==> config.mk <==
export PLATFORM = sky130hd
export DESIGN_NAME = host_byte_deframer
export DESIGN_NICKNAME = d
export VERILOG_FILES = /design/src/rtl/host_byte_deframer.sv
export SDC_FILE = /design/constraint.sdc
export NUM_CORES = 1
export LEC_CHECK = 0
export ABC_AREA = 1
export BUFFER_PORTS_ARGS = -buffer_cell sky130_fd_sc_hd__buf_2
export CAP_MARGIN = 20
export CORE_MARGIN = 5
export CORE_UTILIZATION = 59
export CTS_BUF_LIST = sky130_fd_sc_hd__clkbuf_8
export CTS_CLUSTER_DIAMETER = 150
export DETAILED_ROUTE_END_ITERATION = 7
export PLACE_DENSITY = 0.82
export SYNTH_ARGS = -nofsm -noshare
export SYNTH_HDL_FRONTEND = slang
export SYNTH_SLANG_ARGS = --single-unit
==> constraint.sdc <==
create_clock -name clk -period 2.37 [get_ports clk]
set_clock_uncertainty 0.1 [all_clocks]
set_input_delay 0.1185 -clock clk [delete_from_list [all_inputs] [get_ports clk]]
set_output_delay 0.1185 -clock clk [all_outputs]
set_load 0.005 [all_outputs]
==> src/rtl/host_byte_deframer.sv <==
// Hunts SYNC_BYTE in the host byte stream and assembles big-endian command/address/data words (plus write bursts) for wishbone_master.
// in_ready fires 1 clk after a word's last byte at the earliest; while master_ready=0 the SEND states hold the words and drop byte_ready.
module host_byte_deframer #(
    parameter logic [7:0]  SYNC_BYTE = 8'hCD,
    parameter logic [31:0] TIMEOUT   = 32'd1000,
    parameter logic [3:0]  CMD_WRITE = 4'h1
) (
    input  logic        clk,
    input  logic        rst,
    input  logic        byte_valid,
    input  logic [7:0]  byte_data,
    output logic        byte_ready,
    input  logic        master_ready,
    output logic        in_ready,
    output logic [31:0] in_command,
    output logic [31:0] in_address,
    output logic [31:0] in_data,
    output logic        busy,
    output logic        frame_error
);

    typedef enum logic [2:0] {HUNT, CMD, ADDR, DATA, SEND, MORE, SEND_MORE} state_t;

    state_t      state, state_nxt;
    logic [1:0]  byte_cnt, byte_cnt_nxt;
    logic [15:0] extra_cnt, extra_cnt_nxt;
    logic [31:0] timer, timer_nxt;
    logic [23:0] shift, shift_nxt;
    logic [31:0] command_nxt, address_nxt, data_nxt;
    logic        rdy_q;
    logic        take;
    logic [31:0] word;

    assign byte_ready = rdy_q;
    assign take       = byte_valid && rdy_q;
    assign word       = {shift, byte_data};
    assign busy       = (state != HUNT);

    always_comb begin
        state_nxt     = state;
        byte_cnt_nxt  = byte_cnt;
        extra_cnt_nxt = extra_cnt;
        timer_nxt     = timer;
        shift_nxt     = shift;
        command_nxt   = in_command;
        address_nxt   = in_address;
        data_nxt      = in_data;
        in_ready      = 1'b0;
        frame_error   = 1'b0;
        case (state)
            HUNT: begin
                if (take && byte_data == SYNC_BYTE) begin
                    state_nxt    = CMD;
                    byte_cnt_nxt = 2'd0;
                    timer_nxt    = TIMEOUT;
                end
            end
            CMD, ADDR, DATA, MORE: begin
                // An expired timer wins over a byte arriving in the same cycle.
                if (timer == 32'd0) begin
                    frame_error  = 1'b1;
                    state_nxt    = HUNT;
                    byte_cnt_nxt = 2'd0;
                end else if (take) begin
                    timer_nxt    = TIMEOUT;
                    shift_nxt    = {shift[15:0], byte_data};
                    byte_cnt_nxt = byte_cnt + 2'd1;
                    if (byte_cnt == 2'd3) begin
                        if (state == CMD) begin
                            command_nxt = word;
                            state_nxt   = ADDR;
                        end else if (state == ADDR) begin
                            address_nxt = word;
                            state_nxt   = DATA;
                        end else if (state == DATA) begin
                            data_nxt    = word;
                            state_nxt   = SEND;
                        end else begin
                            data_nxt    = word;
                            state_nxt   = SEND_MORE;
                        end
                    end
                end else begin
                    timer_nxt = timer - 32'd1;
                end
            end
            SEND: begin
                if (master_ready) begin
                    in_ready = 1'b1;
                    if (in_command[3:0] == CMD_WRITE && in_command[31:16] != 16'd0) begin
                        extra_cnt_nxt = in_command[31:16];
                        state_nxt     = MORE;
                        timer_nxt     = TIMEOUT;
                    end else begin
                        state_nxt = HUNT;
                    end
                end
            end
            SEND_MORE: begin
                if (master_ready) begin
                    in_ready      = 1'b1;
                    extra_cnt_nxt = extra_cnt - 16'd1;
                    if (extra_cnt == 16'd1) begin
                        state_nxt = HUNT;
                    end else begin
                        state_nxt = MORE;
                        timer_nxt = TIMEOUT;
                    end
                end
            end
            default: state_nxt = HUNT;
        endcase
    end

    always_ff @(posedge clk or negedge rst) begin
        if (!rst) begin
            state      <= HUNT;
            byte_cnt   <= 2'd0;
            extra_cnt  <= 16'd0;
            timer      <= 32'd0;
            shift      <= 24'd0;
            in_command <= 32'd0;
            in_address <= 32'd0;
            in_data    <= 32'd0;
            rdy_q      <= 1'b0;
        end else begin
            state      <= state_nxt;
            byte_cnt   <= byte_cnt_nxt;
            extra_cnt  <= extra_cnt_nxt;
            timer      <= timer_nxt;
            shift      <= shift_nxt;
            in_command <= command_nxt;
            in_address <= address_nxt;
            in_data    <= data_nxt;
            // Registered so byte_ready is low in reset and rises on the first clock after release.
            rdy_q      <= (state_nxt != SEND) && (state_nxt != SEND_MORE);
        end
    end

endmodule

==> impl_metrics.yaml, run 1 <==
clocking:
  cts_max_level: 4
  clkTransAtPathRegs_ps: 100
  numCtsBuffers: 17
  ctsLongestPathBuffers: 2
  insertion_delay_ps: 460
  ctsRootBufferMaster: "clkbuf_8"
  cts_sinks: 174
  cts_tree: "built"
logic_synthesis:
  async_reset_ff_share_pct: 100.0
  syn-num-nets: 976
  synth.avg_cell_area_um2: 8.283
  ys_ff_latch: 174
  netlist_instances: 960
  synthDistinctLibCells: 38
  synth_area_mm2: 0.007951
  synth_flop_cell: "dfrtp_1"
  yosysWarningCount: 0
  synth_edf_count: 0
  ys_seq_area_share_pct: 54.76
worst_setup_path:
  path_class: "flop to primary output"
  crit_family: "simple AND/OR/NAND/NOR gates"
  crit-reg2reg-launch: "timer[1]"
  critPathSlowestCell: "dfrtp_2"
  rrSetupSlack_ps: 200
  crit_chain: "nor2_2 > nand2_2 > nor2_1 > nand2_2 > nor2_2 > nand4_1 > nor3_2 > buf_2"
  crit_path_start_kind: "flop"
  cp.required_ps: 2150
  path_max_fanout: 4
  crit_path_end_kind: "primary output"
  rr_worst_depth: 12
  critPathArrivalTime_ps: 2010
  crit_buf_inv: 1
  r2r_end: "in_data[20]"
  cpPeakStageDelay_ps: 450
place:
  portBuffers: 111
  dp.cells: 1229
  gp_congestion: 0.8960
  place.detailed.hpwl_um: 13700
  pre_cts_ws_ps: 255.5
power:
  p_leak_nw: 4.859
  powerDensity_mw_per_mm2: 871.5
  peakVddDrop_mv: 0.6049
timing:
  layout_setup_ws_ps: 142.4
  hold_viol_final: 0
  fmax_ghz: 0.4489
  finalSetupViolations: 0
  finalCritPeriodShare_pct: 93.99
  post-route-min-period_ps: 2228
  max_slew_margin_pct: 60.44
  finalSetupTns_ps: 0
  whs_ps: 107.8
  worst_slew_pin_slew_ps: 593.4
  final_max_slew_viol_count: 0
grt:
  antenna_found_initial: 0
  grt-ovfl-total: 0
  first_global_vias: 6562
  grt_start_max_net_pins: 66
  grt_pass1_wl_um: 32670
  grtUsageTotal_pct: 25.38
drt:
  postRouteWirelength_um: 19880
  avgViaCountPerCell: 5.498
  wire_per_inst_um: 15.60
  dr.pass1.iters: 5
  drc: 0
  drtIter0Drc: 600
  ant_nets: 0
  routed-via-count: 7005
floorplanning:
  start_util_pct: 60.04
  die_width_um: 126.1
  rows: 42
  ios: 112
  die_y_um: 126.1
  die_area_mm2: 0.01590
  core_mm2: 0.01324
final_layout:
  syn_to_final_growth_pct: 17.62
  num_antenna_cells: 0
  most-common-layout-cells: "279 x nand2_1, 171 x dfrtp_1, 110 x buf_2"
  finalNetCount: 1101
  fin_cells: 1274
  drive_above_1_share_pct: 17.76
  final_common_cell: "nand2_1"
worst_hold_path:
  hold_class: "primary input to asynchronous set/reset pin"
outcome:
  outcome: "finished clean"
flow_run:
  cap_violations: 0
## registers in the layout (all words and copies together), names as in the netlist
name	count
in_data	32
extra_cnt	16
timer	32
shift	24
state	3
in_command	32
byte_ready	1
byte_cnt	2
in_address	32
## per-stage QoR
step	cell area, µm²	power (mW)	utilization [%]
6_report	9353	8.151	70.63
5_1_grt	9353	8.638	70.63
4_1_cts	9311	8.134	70.31
3_5_place_dp	8792	5.988	66.39
3_3_place_gp	8792	5.899	66.39
2_1_floorplan	7951	5.019	-
## worst reg2reg max path, cell delays in order (launching register included)
cell and delay (ps):
dfrtp_1 380, inv_1 80, ha_4 180, nand2_2 110
nor2_4 50, buf_4 150, nand2_1 90, nor2_1 70
nor3_4 280, nand2_4 200, buf_12 220, nand2_1 80
o21ai_1 70
## metal layers
layer / vias to the layer above / track usage [%] / part of all wire, %
met5: - / 0 / 0
met4: 0 / 10.35 / 2.4
met3: 45 / 5.292 / 7.0
met2: 263 / 39.03 / 47
met1: 3352 / 35.56 / 43
li1: 3345 / - / -
## how the worst max path moves through the flow
stage	start	to	slack, ps	cells past startpoint
final	timer[11]	frame_error	140	8
after global routing	timer[11]	frame_error	-40	8
after CTS	timer[0]	frame_error	90	9
after detailed placement	timer[0]	in_data[20]	260	11
after global placement	timer[0]	in_data[21]	360	11
after floorplan	timer[0]	in_command[18]	520	11
## where the power goes
| group | internal [mW] | switching (mW) |
|---|---|---|
| Combinational | 0.794 | 1.10 |
| Sequential | 3.64 | 0.476 |
| Clock | 0.989 | 1.14 |
## what timing repair did
item,4_1_cts,5_1_grt
hold buffers,10,0
hold endpoints to repair,133,0
pin swaps,1,2
setup buffers,1,2
gates resized for setup,3,10
endpoints found under the setup margin,1,1
## kinds of logic (layout without fill, tap and decap cells)
kind of cell / after synthesis / in the layout / synth area share, %
xor gates and xnor gates: 23 / 23 / 2.533
and+or+nand+nor: 452 / 452 / 23.34
DFF: 174 / 174 / 54.76
AOI/OAI and AO/OA: 199 / 199 / 13.06
adders and majority gates: 4 / 4 / 0.6295
buffers and inverters: 108 / 246 / 5.680
## cells in the mapped netlist (all sizes together) (2+ instances only)
cell | number | area [µm²]
a31oi | 3 | 18.77
dfrtp | 174 | 4354
a21oi | 14 | 70.07
nand4 | 11 | 75.07
nand2 | 288 | 1109
xnor2 | 6 | 52.55
o21bai | 4 | 30.03
buf | 24 | 135.1
a21boi | 2 | 15.02
o21ai | 168 | 840.8
nor3 | 7 | 46.30
nand3 | 31 | 165.2
nor2 | 113 | 446.7
clkbuf | 10 | 38.78
xor2 | 17 | 148.9
o211ai | 4 | 30.03
ha | 4 | 50.05
inv | 73 | 274.0
## cell type report
class	instances	area [µm²]
flip-flops and latches	174	4358
fillers	1025	3890
multi-input cells	678	3178
repair buffers	140	917.1
inverters	74	277.8
clock buffers	18	247.7
well taps	176	220.2
clock inverters	14	153.9
Note: power is estimated with default switching activity, not from simulation.
==> run 2, diff against run 1 <==
==> constraint.sdc (replaced) <==
create_clock -name clk -period 2.37 [get_ports clk]
set_clock_uncertainty 0.1 [all_clocks]
set_input_delay 0.1185 -clock clk [delete_from_list [all_inputs] [get_ports clk]]
set_output_delay 0.1185 -clock clk [all_outputs]
set_load 0.1 [all_outputs]
==> run 2 against run 1 <==
Net effect: utilization increased by 1.3 points; die area unchanged; largest power group is now combinational cells; fmax decreased by 2.1%; critical endpoint unchanged; clock power increased by 10%; critical path depth increased by 1; highest routed layer unchanged; non-clock buffer count increased by 8; routed wire length increased by 3.0%; count of clock-buffer cells in the layout decreased by 1; worst hold slack got worse by 65 ps; cell area increased by 1.8%; global-route usage increased by 0.93 points.
==> impl_metrics.yaml, run 2 (synthesized netlist as in run 1, its figures left out) <==
place:
  gp_congestion: 0.8637
  place.detailed.hpwl_um: 13490
  portBuffers: 111
  postPlaceCellArea_mm2: 0.008830
floorplanning:
  start_util_pct: 60.04
  ios: 112
  die_width_um: 126.1
  rows: 42
  die_y_um: 126.1
  die_area_mm2: 0.01590
  core_mm2: 0.01324
timing:
  worst_slew_pin_slew_ps: 509.2
  final_max_slew_viol_count: 0
  finalSetupTns_ps: 0
  finalSetupViolations: 0
  fmax_ghz: 0.4397
  max_slew_margin_pct: 65.79
  hold_viol_final: 0
  finalCritPeriodShare_pct: 95.97
  post-route-min-period_ps: 2274
worst_setup_path:
  cp.required_ps: 2150
  crit_top_cell: "nor2_4"
  rr_worst_depth: 12
  path_class: "flop to primary output"
  critPathSlowestCell: "dfrtp_1"
  crit_path_start_kind: "flop"
  cpPeakStageDelay_ps: 400
  path_max_fanout: 4
  critPathArrivalTime_ps: 2060
  crit_path_end_kind: "primary output"
  crit_chain: "inv_2 > ha_4 > nand2_2 > nor2_4 > nand2_4 > nor2_4 > nand4_1 > nor3_4 > buf_12"
drt:
  wire_per_inst_um: 15.97
  postRouteWirelength_um: 20470
  routed-via-count: 7102
  dr.pass1.iters: 8
  ant_nets: 0
  drc: 0
  drtIter0Drc: 648
  avgViaCountPerCell: 5.540
worst_hold_path:
  hold_class: "primary input to asynchronous set/reset pin"
clocking:
  insertion_delay_ps: 470
  cts_tree: "built"
  cts_sinks: 174
  ctsRootBufferMaster: "clkbuf_8"
  numCtsBuffers: 17
  cts_max_level: 4
  clkTransAtPathRegs_ps: 90
  ctsLongestPathBuffers: 2
final_layout:
  final_common_cell: "nand2_1"
  final_area_mm2: 0.009525
  n_fill_cell: 989
  syn_to_final_growth_pct: 19.80
  most-common-layout-cells: "280 x nand2_1, 170 x dfrtp_1, 109 x buf_2"
  final_util_pct: 71.93
  num_antenna_cells: 0
  drive_above_1_share_pct: 18.99
  finalNetCount: 1109
grt:
  antenna_found_initial: 0
  grt_pass1_wl_um: 33860
  grtUsageTotal_pct: 26.30
  grt-ovfl-total: 0
  first_global_vias: 6760
  grt_start_max_net_pins: 74
outcome:
  outcome: "finished clean"
power:
  peakVddDrop_mv: 1.839
  p_leak_nw: 4.942
  powerDensity_mw_per_mm2: 1264
flow_run:
  cap_violations: 0
-- run 2: power breakdown --
group | total [mW] | internal, mW | switching [mW]
combinational | 5.58 | 0.832 | 4.75
clock | 2.35 | 1.19 | 1.16
sequential | 4.11 | 3.64 | 0.467
-- run 2: area by class of cell --
cell class	count	area [µm²]	area share, %
clock buffers	17	234.0	2.456
clock inverters	15	224.0	2.351
multi-input cells	678	3218	33.78
inverters	74	277.8	2.916
well taps	176	220.2	2.312
flip-flops and latches	174	4359	45.76
repair buffers	148	992.2	10.42
-- run 2: per-stage QoR --
| stage | std cells | hold slack (ps) | power, mW | worst slack (ps) |
|---|---|---|---|---|
| 5_1_grt | 1282 | 84.50 | 12.54 | -9.893 |
| 2_1_floorplan | 960 | -277.1 | 8.557 | 18.42 |
| 3_5_place_dp | 1229 | -12.71 | 9.615 | 195.4 |
| 4_1_cts | 1279 | 44.88 | 12.01 | 3.432 |
| 3_3_place_gp | 1229 | -2.752 | 9.513 | 272.6 |
| 6_report | 1282 | 42.65 | 12.04 | 95.62 |
-- run 2: metal layers --
layer	GRT usage (%)	vias to the layer above	wire length (µm)
li1	-	3371	-
met1	35.71	3389	8553
met2	41.35	291	9823
met3	6.393	51	1510
met4	10.03	0	583
met5	0	-	0
-- run 2: worst paths after layout --
check,from,to,slack [ps]
setup / recovery,timer[0],frame_error,100
min in group clk,byte_valid,timer[9],160
hold reg to reg,shift[1],shift[9],380
max in group asynchronous,rst,timer[13],1370
setup reg to reg,timer[0],in_data[12],140
hold / removal,rst,in_command[21],40
-- run 2: worst max-delay path, delay by kind of cell (launching register included) --
kind	cells	cell delay [ps]
flip-flops	1	400
adder cells (fa/ha/maj)	1	160
buffers and inverters	2	300
AND/OR/NAND/NOR	6	730
-- run 2: what timing repair did --
item,in CTS,in global routing
hold endpoints to repair,210,0
setup endpoints to repair,1,3
gates resized for setup,9,11
pin swaps,4,2
hold buffers,10,0
setup buffers,8,3
